==> src/rtl/scaler_pkg.sv <==
// Shared types and defaults for the pitch-scaler window sequencer slice.
// Optional watchdog feature is controlled by SCALER_SEQ_TIMEOUT_EN.
package scaler_pkg;

  typedef enum logic [1:0] {
    IDLE    = 2'd0,
    CLEAR   = 2'd1,
    RUN     = 2'd2,
    HANDOFF = 2'd3
  } seq_state_t;

  localparam int unsigned N_BINS_DEF = 4096;
  localparam int unsigned ADDR_W_DEF = 12;

  // Saturating 16-bit counter bump by 0..2.
  function automatic logic [15:0] sat_add16(input logic [15:0] a, input logic [1:0] inc);
    logic [16:0] s;
    s = {1'b0, a} + {15'b0, inc};
    return s[16] ? 16'hFFFF : s[15:0];
  endfunction

endpackage

==> src/rtl/scaler_window_sequencer_if.sv <==
// Handshake bundle between the window sequencer and the scaler / polar_to_cart path.
// timeout_err exists only when SCALER_SEQ_TIMEOUT_EN is defined.
interface scaler_window_sequencer_if
  import scaler_pkg::*;
#(
  parameter int unsigned ADDR_W = ADDR_W_DEF
);
  logic              win_valid;
  logic              win_idx;
  logic [15:0]       scale_amt_in;
  logic [15:0]       scale_amt;
  logic [ADDR_W-1:0] clr_addr;
  logic              clr_wren;
  logic              scaler_go;
  logic              scaler_window;
  logic              scaler_done;
  logic              scaler_buf;
  logic              p2c_go;
  logic              p2c_buf;
  logic              p2c_done;
  logic              busy;
  logic [15:0]       frame_cnt;
  logic [15:0]       overrun_cnt;
`ifdef SCALER_SEQ_TIMEOUT_EN
  logic              timeout_err;

  modport master (
    input  win_valid, win_idx, scale_amt_in, scaler_done, scaler_buf, p2c_done,
    output scale_amt, clr_addr, clr_wren, scaler_go, scaler_window, p2c_go, p2c_buf,
           busy, frame_cnt, overrun_cnt, timeout_err
  );
  modport slave (
    output win_valid, win_idx, scale_amt_in, scaler_done, scaler_buf, p2c_done,
    input  scale_amt, clr_addr, clr_wren, scaler_go, scaler_window, p2c_go, p2c_buf,
           busy, frame_cnt, overrun_cnt, timeout_err
  );
`else
  modport master (
    input  win_valid, win_idx, scale_amt_in, scaler_done, scaler_buf, p2c_done,
    output scale_amt, clr_addr, clr_wren, scaler_go, scaler_window, p2c_go, p2c_buf,
           busy, frame_cnt, overrun_cnt
  );
  modport slave (
    output win_valid, win_idx, scale_amt_in, scaler_done, scaler_buf, p2c_done,
    input  scale_amt, clr_addr, clr_wren, scaler_go, scaler_window, p2c_go, p2c_buf,
           busy, frame_cnt, overrun_cnt
  );
`endif
endinterface

==> src/rtl/scaler_window_sequencer_synth_clear_sweeper.sv <==
// Zeroing sweep for synth buffers: start pulse -> wren with addr 0..N_BINS-1, no gaps.
// last is high on the cycle carrying the final address.
module synth_clear_sweeper #(
  parameter int unsigned N_BINS = 4096,
  parameter int unsigned ADDR_W = 12
) (
  input  logic              clk,
  input  logic              reset,
  input  logic              start,
  output logic [ADDR_W-1:0] addr,
  output logic              wren,
  output logic              last
);

  assign last = wren && (addr == ADDR_W'(N_BINS - 1));

  always_ff @(posedge clk or posedge reset) begin
    if (reset) begin
      addr <= '0;
      wren <= 1'b0;
    end else if (wren) begin
      if (last) begin
        addr <= '0;
        wren <= 1'b0;
      end else begin
        addr <= addr + ADDR_W'(1);
      end
    end else if (start) begin
      addr <= '0;
      wren <= 1'b1;
    end
  end

endmodule

==> src/rtl/scaler_window_sequencer.sv <==
// Frame scheduler for the pitch-scaler path: prime, clear synth buffers, run scaler, hand off.
// Optional RUN watchdog with sticky timeout_err under SCALER_SEQ_TIMEOUT_EN.
module scaler_window_sequencer
  import scaler_pkg::*;
#(
  parameter int unsigned N_BINS  = N_BINS_DEF,
  parameter int unsigned ADDR_W  = ADDR_W_DEF
`ifdef SCALER_SEQ_TIMEOUT_EN
  , parameter int unsigned TMO_CYC = 16384
`endif
) (
  input logic                        clk,
  input logic                        reset,
  scaler_window_sequencer_if.master  bus
);

  seq_state_t state;
  logic       primed;
  logic       pend_v;
  logic       pend_idx;
  logic       p2c_busy;
  logic       launch;
  logic       launch_idx;
  logic       sweep_last;
  logic       timeout_hit;
  logic       overrun_hit;
  logic [1:0] ovr_inc;

  assign launch      = (state == IDLE) && primed && (bus.win_valid || pend_v);
  assign launch_idx  = pend_v ? pend_idx : bus.win_idx;
  assign overrun_hit = (state != IDLE) && bus.win_valid && pend_v;
  assign ovr_inc     = {1'b0, overrun_hit} + {1'b0, timeout_hit};
  assign bus.busy    = (state != IDLE);
  // Handoff pulse is decoded from registers so it appears the cycle HANDOFF is entered.
  assign bus.p2c_go  = (state == HANDOFF) && !p2c_busy;

  synth_clear_sweeper #(
    .N_BINS (N_BINS),
    .ADDR_W (ADDR_W)
  ) u_sweeper (
    .clk   (clk),
    .reset (reset),
    .start (launch),
    .addr  (bus.clr_addr),
    .wren  (bus.clr_wren),
    .last  (sweep_last)
  );

  always_ff @(posedge clk or posedge reset) begin
    if (reset) begin
      state             <= IDLE;
      bus.scale_amt     <= '0;
      bus.scaler_window <= 1'b0;
      bus.scaler_go     <= 1'b0;
      bus.p2c_buf       <= 1'b0;
      bus.frame_cnt     <= '0;
    end else begin
      bus.scaler_go <= 1'b0;
      unique case (state)
        IDLE: if (launch) begin
          bus.scale_amt     <= bus.scale_amt_in;
          bus.scaler_window <= launch_idx;
          state             <= CLEAR;
        end
        CLEAR: if (sweep_last) begin
          bus.scaler_go <= 1'b1;
          state         <= RUN;
        end
        RUN: begin
          if (bus.scaler_done) begin
            bus.p2c_buf <= bus.scaler_buf;
            state       <= HANDOFF;
          end else if (timeout_hit) begin
            state <= IDLE;
          end
        end
        HANDOFF: if (!p2c_busy) begin
          bus.frame_cnt <= bus.frame_cnt + 16'd1;
          state         <= IDLE;
        end
        default: state <= IDLE;
      endcase
    end
  end

  // One-deep backlog; a launch that drains it may refill it from the same-cycle window.
  always_ff @(posedge clk or posedge reset) begin
    if (reset) begin
      primed   <= 1'b0;
      pend_v   <= 1'b0;
      pend_idx <= 1'b0;
    end else if (launch) begin
      if (pend_v) begin
        if (bus.win_valid) pend_idx <= bus.win_idx;
        else               pend_v   <= 1'b0;
      end
    end else if (bus.win_valid && state != IDLE) begin
      pend_v   <= 1'b1;
      pend_idx <= bus.win_idx;
    end else if (bus.win_valid) begin
      primed <= 1'b1;
    end
  end

  always_ff @(posedge clk or posedge reset) begin
    if (reset) begin
      p2c_busy        <= 1'b0;
      bus.overrun_cnt <= '0;
    end else begin
      if (bus.p2c_go)        p2c_busy <= 1'b1;
      else if (bus.p2c_done) p2c_busy <= 1'b0;
      bus.overrun_cnt <= sat_add16(bus.overrun_cnt, ovr_inc);
    end
  end

`ifdef SCALER_SEQ_TIMEOUT_EN
  localparam int unsigned TMO_W = $clog2(TMO_CYC + 1);
  logic [TMO_W-1:0] tmo_cnt;

  assign timeout_hit = (state == RUN) && !bus.scaler_done && (tmo_cnt == TMO_W'(TMO_CYC - 1));

  always_ff @(posedge clk or posedge reset) begin
    if (reset) begin
      tmo_cnt         <= '0;
      bus.timeout_err <= 1'b0;
    end else begin
      tmo_cnt <= (state == RUN && !timeout_hit) ? tmo_cnt + TMO_W'(1) : '0;
      if (timeout_hit) bus.timeout_err <= 1'b1;
    end
  end
`else
  assign timeout_hit = 1'b0;
`endif

endmodule

==> src/flat_wrapper.sv <==
// flat-port wrapper written by rule: the top's interface ports become plain ports
module scaler_window_sequencer_flat import scaler_pkg::*;
#(
  parameter int unsigned N_BINS  = N_BINS_DEF,
  parameter int unsigned ADDR_W  = ADDR_W_DEF

)
  (clk, reset, bus_win_valid, bus_win_idx, bus_scale_amt_in, bus_scaler_done, bus_scaler_buf, bus_p2c_done, bus_scale_amt, bus_clr_addr, bus_clr_wren, bus_scaler_go, bus_scaler_window, bus_p2c_go, bus_p2c_buf, bus_busy, bus_frame_cnt, bus_overrun_cnt);
  scaler_window_sequencer_if #(.ADDR_W(ADDR_W)) bus_i ();
  input logic clk;
  input logic reset;
  input wire logic [$bits(bus_i.win_valid)-1:0] bus_win_valid;
  input wire logic [$bits(bus_i.win_idx)-1:0] bus_win_idx;
  input wire logic [$bits(bus_i.scale_amt_in)-1:0] bus_scale_amt_in;
  input wire logic [$bits(bus_i.scaler_done)-1:0] bus_scaler_done;
  input wire logic [$bits(bus_i.scaler_buf)-1:0] bus_scaler_buf;
  input wire logic [$bits(bus_i.p2c_done)-1:0] bus_p2c_done;
  output wire logic [$bits(bus_i.scale_amt)-1:0] bus_scale_amt;
  output wire logic [$bits(bus_i.clr_addr)-1:0] bus_clr_addr;
  output wire logic [$bits(bus_i.clr_wren)-1:0] bus_clr_wren;
  output wire logic [$bits(bus_i.scaler_go)-1:0] bus_scaler_go;
  output wire logic [$bits(bus_i.scaler_window)-1:0] bus_scaler_window;
  output wire logic [$bits(bus_i.p2c_go)-1:0] bus_p2c_go;
  output wire logic [$bits(bus_i.p2c_buf)-1:0] bus_p2c_buf;
  output wire logic [$bits(bus_i.busy)-1:0] bus_busy;
  output wire logic [$bits(bus_i.frame_cnt)-1:0] bus_frame_cnt;
  output wire logic [$bits(bus_i.overrun_cnt)-1:0] bus_overrun_cnt;
  assign bus_i.win_valid = bus_win_valid;
  assign bus_i.win_idx = bus_win_idx;
  assign bus_i.scale_amt_in = bus_scale_amt_in;
  assign bus_i.scaler_done = bus_scaler_done;
  assign bus_i.scaler_buf = bus_scaler_buf;
  assign bus_i.p2c_done = bus_p2c_done;
  assign bus_scale_amt = bus_i.scale_amt;
  assign bus_clr_addr = bus_i.clr_addr;
  assign bus_clr_wren = bus_i.clr_wren;
  assign bus_scaler_go = bus_i.scaler_go;
  assign bus_scaler_window = bus_i.scaler_window;
  assign bus_p2c_go = bus_i.p2c_go;
  assign bus_p2c_buf = bus_i.p2c_buf;
  assign bus_busy = bus_i.busy;
  assign bus_frame_cnt = bus_i.frame_cnt;
  assign bus_overrun_cnt = bus_i.overrun_cnt;
  scaler_window_sequencer #(.N_BINS(N_BINS), .ADDR_W(ADDR_W)) u_core (.clk(clk), .reset(reset), .bus(bus_i));
endmodule
==> config.mk <==
export PLATFORM = sky130hd
export DESIGN_NAME = scaler_window_sequencer_flat
export DESIGN_NICKNAME = d
export VERILOG_FILES = /design/src/rtl/scaler_pkg.sv /design/src/rtl/scaler_window_sequencer_if.sv /design/src/rtl/scaler_window_sequencer_synth_clear_sweeper.sv /design/src/rtl/scaler_window_sequencer.sv /design/src/flat_wrapper.sv
export SDC_FILE = /design/constraint.sdc
export NUM_CORES = 1
export LEC_CHECK = 0
export CORE_AREA = 5 5 122 101
export CTS_BUF_LIST = sky130_fd_sc_hd__clkbuf_4 sky130_fd_sc_hd__clkbuf_8
export DETAILED_ROUTE_END_ITERATION = 8
export DIE_AREA = 0 0 127 106
export PLACE_DENSITY = 0.5
export SLEW_MARGIN = 20
export SYNTH_ARGS = -nofsm -noshare
export SYNTH_HDL_FRONTEND = slang
export SYNTH_SLANG_ARGS = --single-unit
==> constraint.sdc <==
create_clock -name clk -period 3.1 [get_ports clk]
set_input_delay 0.465 -clock clk [delete_from_list [all_inputs] [get_ports clk]]
set_output_delay 0.465 -clock clk [all_outputs]
set_load 0.01 [all_outputs]
==> impl_metrics.yaml <==
worst_setup_path:
  r2r-start: "u_core.state[1]$_DFFE_PP0P_"
  crit_path_start_kind: "register"
  cp_slowest_stage_delay_ns: 0.40
  path_depth: 10
  cp.required_ns: 3.37
  path_max_fanout: 14
  r2r_cells: 10
  critPathBufInv: 3
  r2r_slack_ns: 0.69
  path_cells: "inv_1 > ha_1 > inv_1 > and3_1 > ha_1 > nand4_2 > nor4_1 > nand3_1 > buf_4 > o21ai_0"
  crit_family: "simple AND/OR/NAND/NOR gates"
  end_kind: "register"
  crit_path_start: "u_core.state[1]$_DFFE_PP0P_"
  crit_type: "reg2reg"
  cp_data_arrival_time_ns: 2.67
  crit_path_top_delay_cell: "dfrtp_1"
  reg2reg_to: "u_core.bus.overrun_cnt[6]$_DFF_PP0_"
route:
  first_pass_iters: 4
  wl_um: 7646
  routedWlPerCell_um: 13.53
  drt_iter0_markers: 110
  via_per_inst: 4.535
  ant_nets: 0
  via_count: 2562
  drcViolationCount: 0
power:
  ir_drop_uv: 252.7
  clkPwrFrac_pct: 37.3
  pwr-share-comb_pct: 13.0
  switching_share_pct: 25.41
  intPower_uw: 1544
  cellPowerDensity_mw_per_mm2: 462.0
  finalPower_uw: 2070
  p_leak_uw: 0.002066
  pwr-share-seq_pct: 49.8
  switchingPower_uw: 525.9
die:
  placementRows: 35
  coreArea_mm2: 0.01112
  fp.dieArea_mm2: 0.01346
  initial_utilization_pct: 28.62
  die_h_um: 106
  die_w_um: 127
  ios: 89
worst_hold_path:
  hold_depth: 2
  hp-start: "u_core.bus.scale_amt[3]$_DFFE_PP0P_"
  hold_class: "reg2reg"
  hold_path_end: "u_core.bus.scale_amt[3]$_DFFE_PP0P_"
global_route:
  track_usage_pct: 11.91
  grt_pass1_vias: 2576
  gr-total-overflow: 0
  grt_pass1_wl_um: 12870
  grt_max_degree: 46
  grt_antenna_before_repair: 0
logic_synthesis:
  synth_cells: 316
  synthDistinctLibCells: 41
  synth-edff-count: 0
  ys_seq_area_share_pct: 55.03
  synth_warnings: 0
  netlist_area_mm2: 0.003183
  syn_nets: 347
  ys_ff_latch: 70
  avgSynthCellArea_um2: 10.07
  synth_async_sr_flop_share_pct: 100.0
  ys.flop_type: "dfrtp_1"
sta:
  slew_viol_final: 0
  slew_headroom_pct: 58.25
  finalSetupViolations: 0
  fin_skew_ns: 0.01061
  max_freq_mhz: 415.2
  period_needed_ns: 2.409
  whs_ns: 0.4727
  rsz0062_at_grt: "no"
  tns_ns: 0
  worst_slack_ns: 0.6914
  finalCritPeriodShare_pct: 77.70
  worst_pin_slew_ns: 0.6176
  hold_violations: 0
cts:
  cts_tree: "yes"
  cts_sinks: 70
  holdBufCountCts: 0
  clk_pin_slew_ns: 0.08
  cts_resized: 0
  clk_latency_ns: 0.35
  clock_path_buffers: 2
  h-tree-depth: 3
  root_buffer: "clkbuf_8"
  post_cts_buffers: 0
  numCtsBuffers: 9
run_status:
  run_status: "finished, final reports clean"
placement:
  dp_slack_ns: 0.4641
  gp_congestion: 0.7620
  post-dp-hpwl_um: 5535
  port_buffers: 88
cells_and_area:
  area_growth_pct: 40.72
  nNetsFinal: 443
  drive_gt1_share_pct: 6.954
  diodes: 0
flow_run:
  maxCapViolCount: 0
-- power by group through the flow --
stage / sequential [uW] / clock (uW) / combinational [uW]
4_1_cts: 1030 / 814 / 274
3_3_place_gp: 1050 / 0 / 270
3_5_place_dp: 1050 / 0 / 273
5_1_grt: 1040 / 847 / 297
6_report: 1030 / 771 / 268
2_1_floorplan: 1050 / 0 / 108
-- sequential cells by signal, summed over array words and instances (netlist names) --
signal                    flops
u_core.bus.frame_cnt         16
u_core.bus.overrun_cnt       16
u_core.bus.p2c_buf            1
u_core.bus.scale_amt         16
u_core.bus.scaler_go          1
u_core.bus.scaler_window      1
u_core.p2c_busy               1
u_core.pend_idx               1
u_core.pend_v                 1
u_core.primed                 1
u_core.state                  2
u_core.u_sweeper.addr        12
u_core.u_sweeper.wren         1
-- metrics by stage --
step                      cells  area (um^2)  utilization [%]
after detailed placement    549         4270            38.39
final                       565         4479            40.27
after floorplan             316         3183                -
after CTS                   565         4479            40.27
after global placement      549         4270            38.39
after global routing        565         4479            40.27
-- layout make-up --
class | count | area, um^2
clock buffers | 13 | 166.4
clock inverters | 3 | 42.54
fillers | 1142 | 6644
inverters | 8 | 30.03
multi-input cells | 229 | 1365
flip-flops and latches | 70 | 1752
well taps | 148 | 185.2
repair buffers | 94 | 938.4
-- worst reg2reg max path, stage by stage, from the launching register on --
cell	delay [ns]
dfrtp_1	0.40
inv_1	0.08
ha_1	0.27
inv_1	0.12
and3_1	0.18
ha_1	0.24
nand4_2	0.24
nor4_1	0.40
nand3_1	0.11
buf_4	0.19
o21ai_0	0.09
-- how the worst max path moves through the flow --
stage,end,slack (ns)
after global routing,u_core.bus.overrun_cnt[6]$_DFF_PP0_,0.41
after floorplan,u_core.bus.overrun_cnt[11]$_DFF_PP0_,0.69
after CTS,u_core.bus.overrun_cnt[6]$_DFF_PP0_,0.65
final,u_core.bus.overrun_cnt[6]$_DFF_PP0_,0.69
after global placement,u_core.bus.overrun_cnt[12]$_DFF_PP0_,0.54
after detailed placement,u_core.bus.overrun_cnt[6]$_DFF_PP0_,0.46
-- Yosys cell counts (all sizes together) (2+ instances only) --
library cell	count	share of area, %
mux2i	2	0.63
xnor2	17	4.7
nor3	4	0.63
a21oi	5	0.79
nor2b	2	0.39
nand4	10	2.2
clkbuf	6	0.71
and4	6	1.7
o211ai	3	0.71
buf	3	0.43
and3	7	1.4
o2111ai	2	0.55
nor4	5	0.98
nand2b	2	0.39
or3	2	0.39
mux2	4	1.5
xor2	15	4.1
o21ai	10	1.6
nand3	12	1.9
nor2	15	1.8
ha	8	3.1
nand2	83	9.8
and2	3	0.59
inv	8	0.94
dfrtp	70	55
-- cells in the final DEF, fill, tap and decap left out, drive strengths merged, types with 2 or more instances in the layout --
cell	synthesis	routed
ha	8	8
nor4	5	5
mux2i	2	2
a21oi	5	5
nand2	83	83
nand2b	2	2
xnor2	17	17
o2111ai	2	2
and3	7	7
xor2	15	15
dfrtp	70	70
nand4	10	10
and2	3	3
or3	2	2
and4	6	6
nor2	15	15
mux2	4	4
buf	3	6
nor3	4	4
inv	8	8
o211ai	3	3
o21ai	10	10
clkdlybuf4s50	0	88
nor2b	2	2
nand3	12	12
clkbuf	6	13
-- routing by layer --
layer / track usage [%] / up-vias / wire, um
met4: 4.135 / 0 / 104
met5: 0 / - / 0
met1: 14.76 / 1223 / 3474
met3: 4.922 / 9 / 528
met2: 18.73 / 62 / 3538
li1: - / 1268 / -
-- cells by family after synthesis --
logic type	share of synthesized area, %
compound gates	6.014
xor+xnor	8.805
fa+ha+maj	3.145
buf+inv	2.083
flops	55.03
mux	2.162
simple gates	22.76
Power figures use the tool's default switching activity.
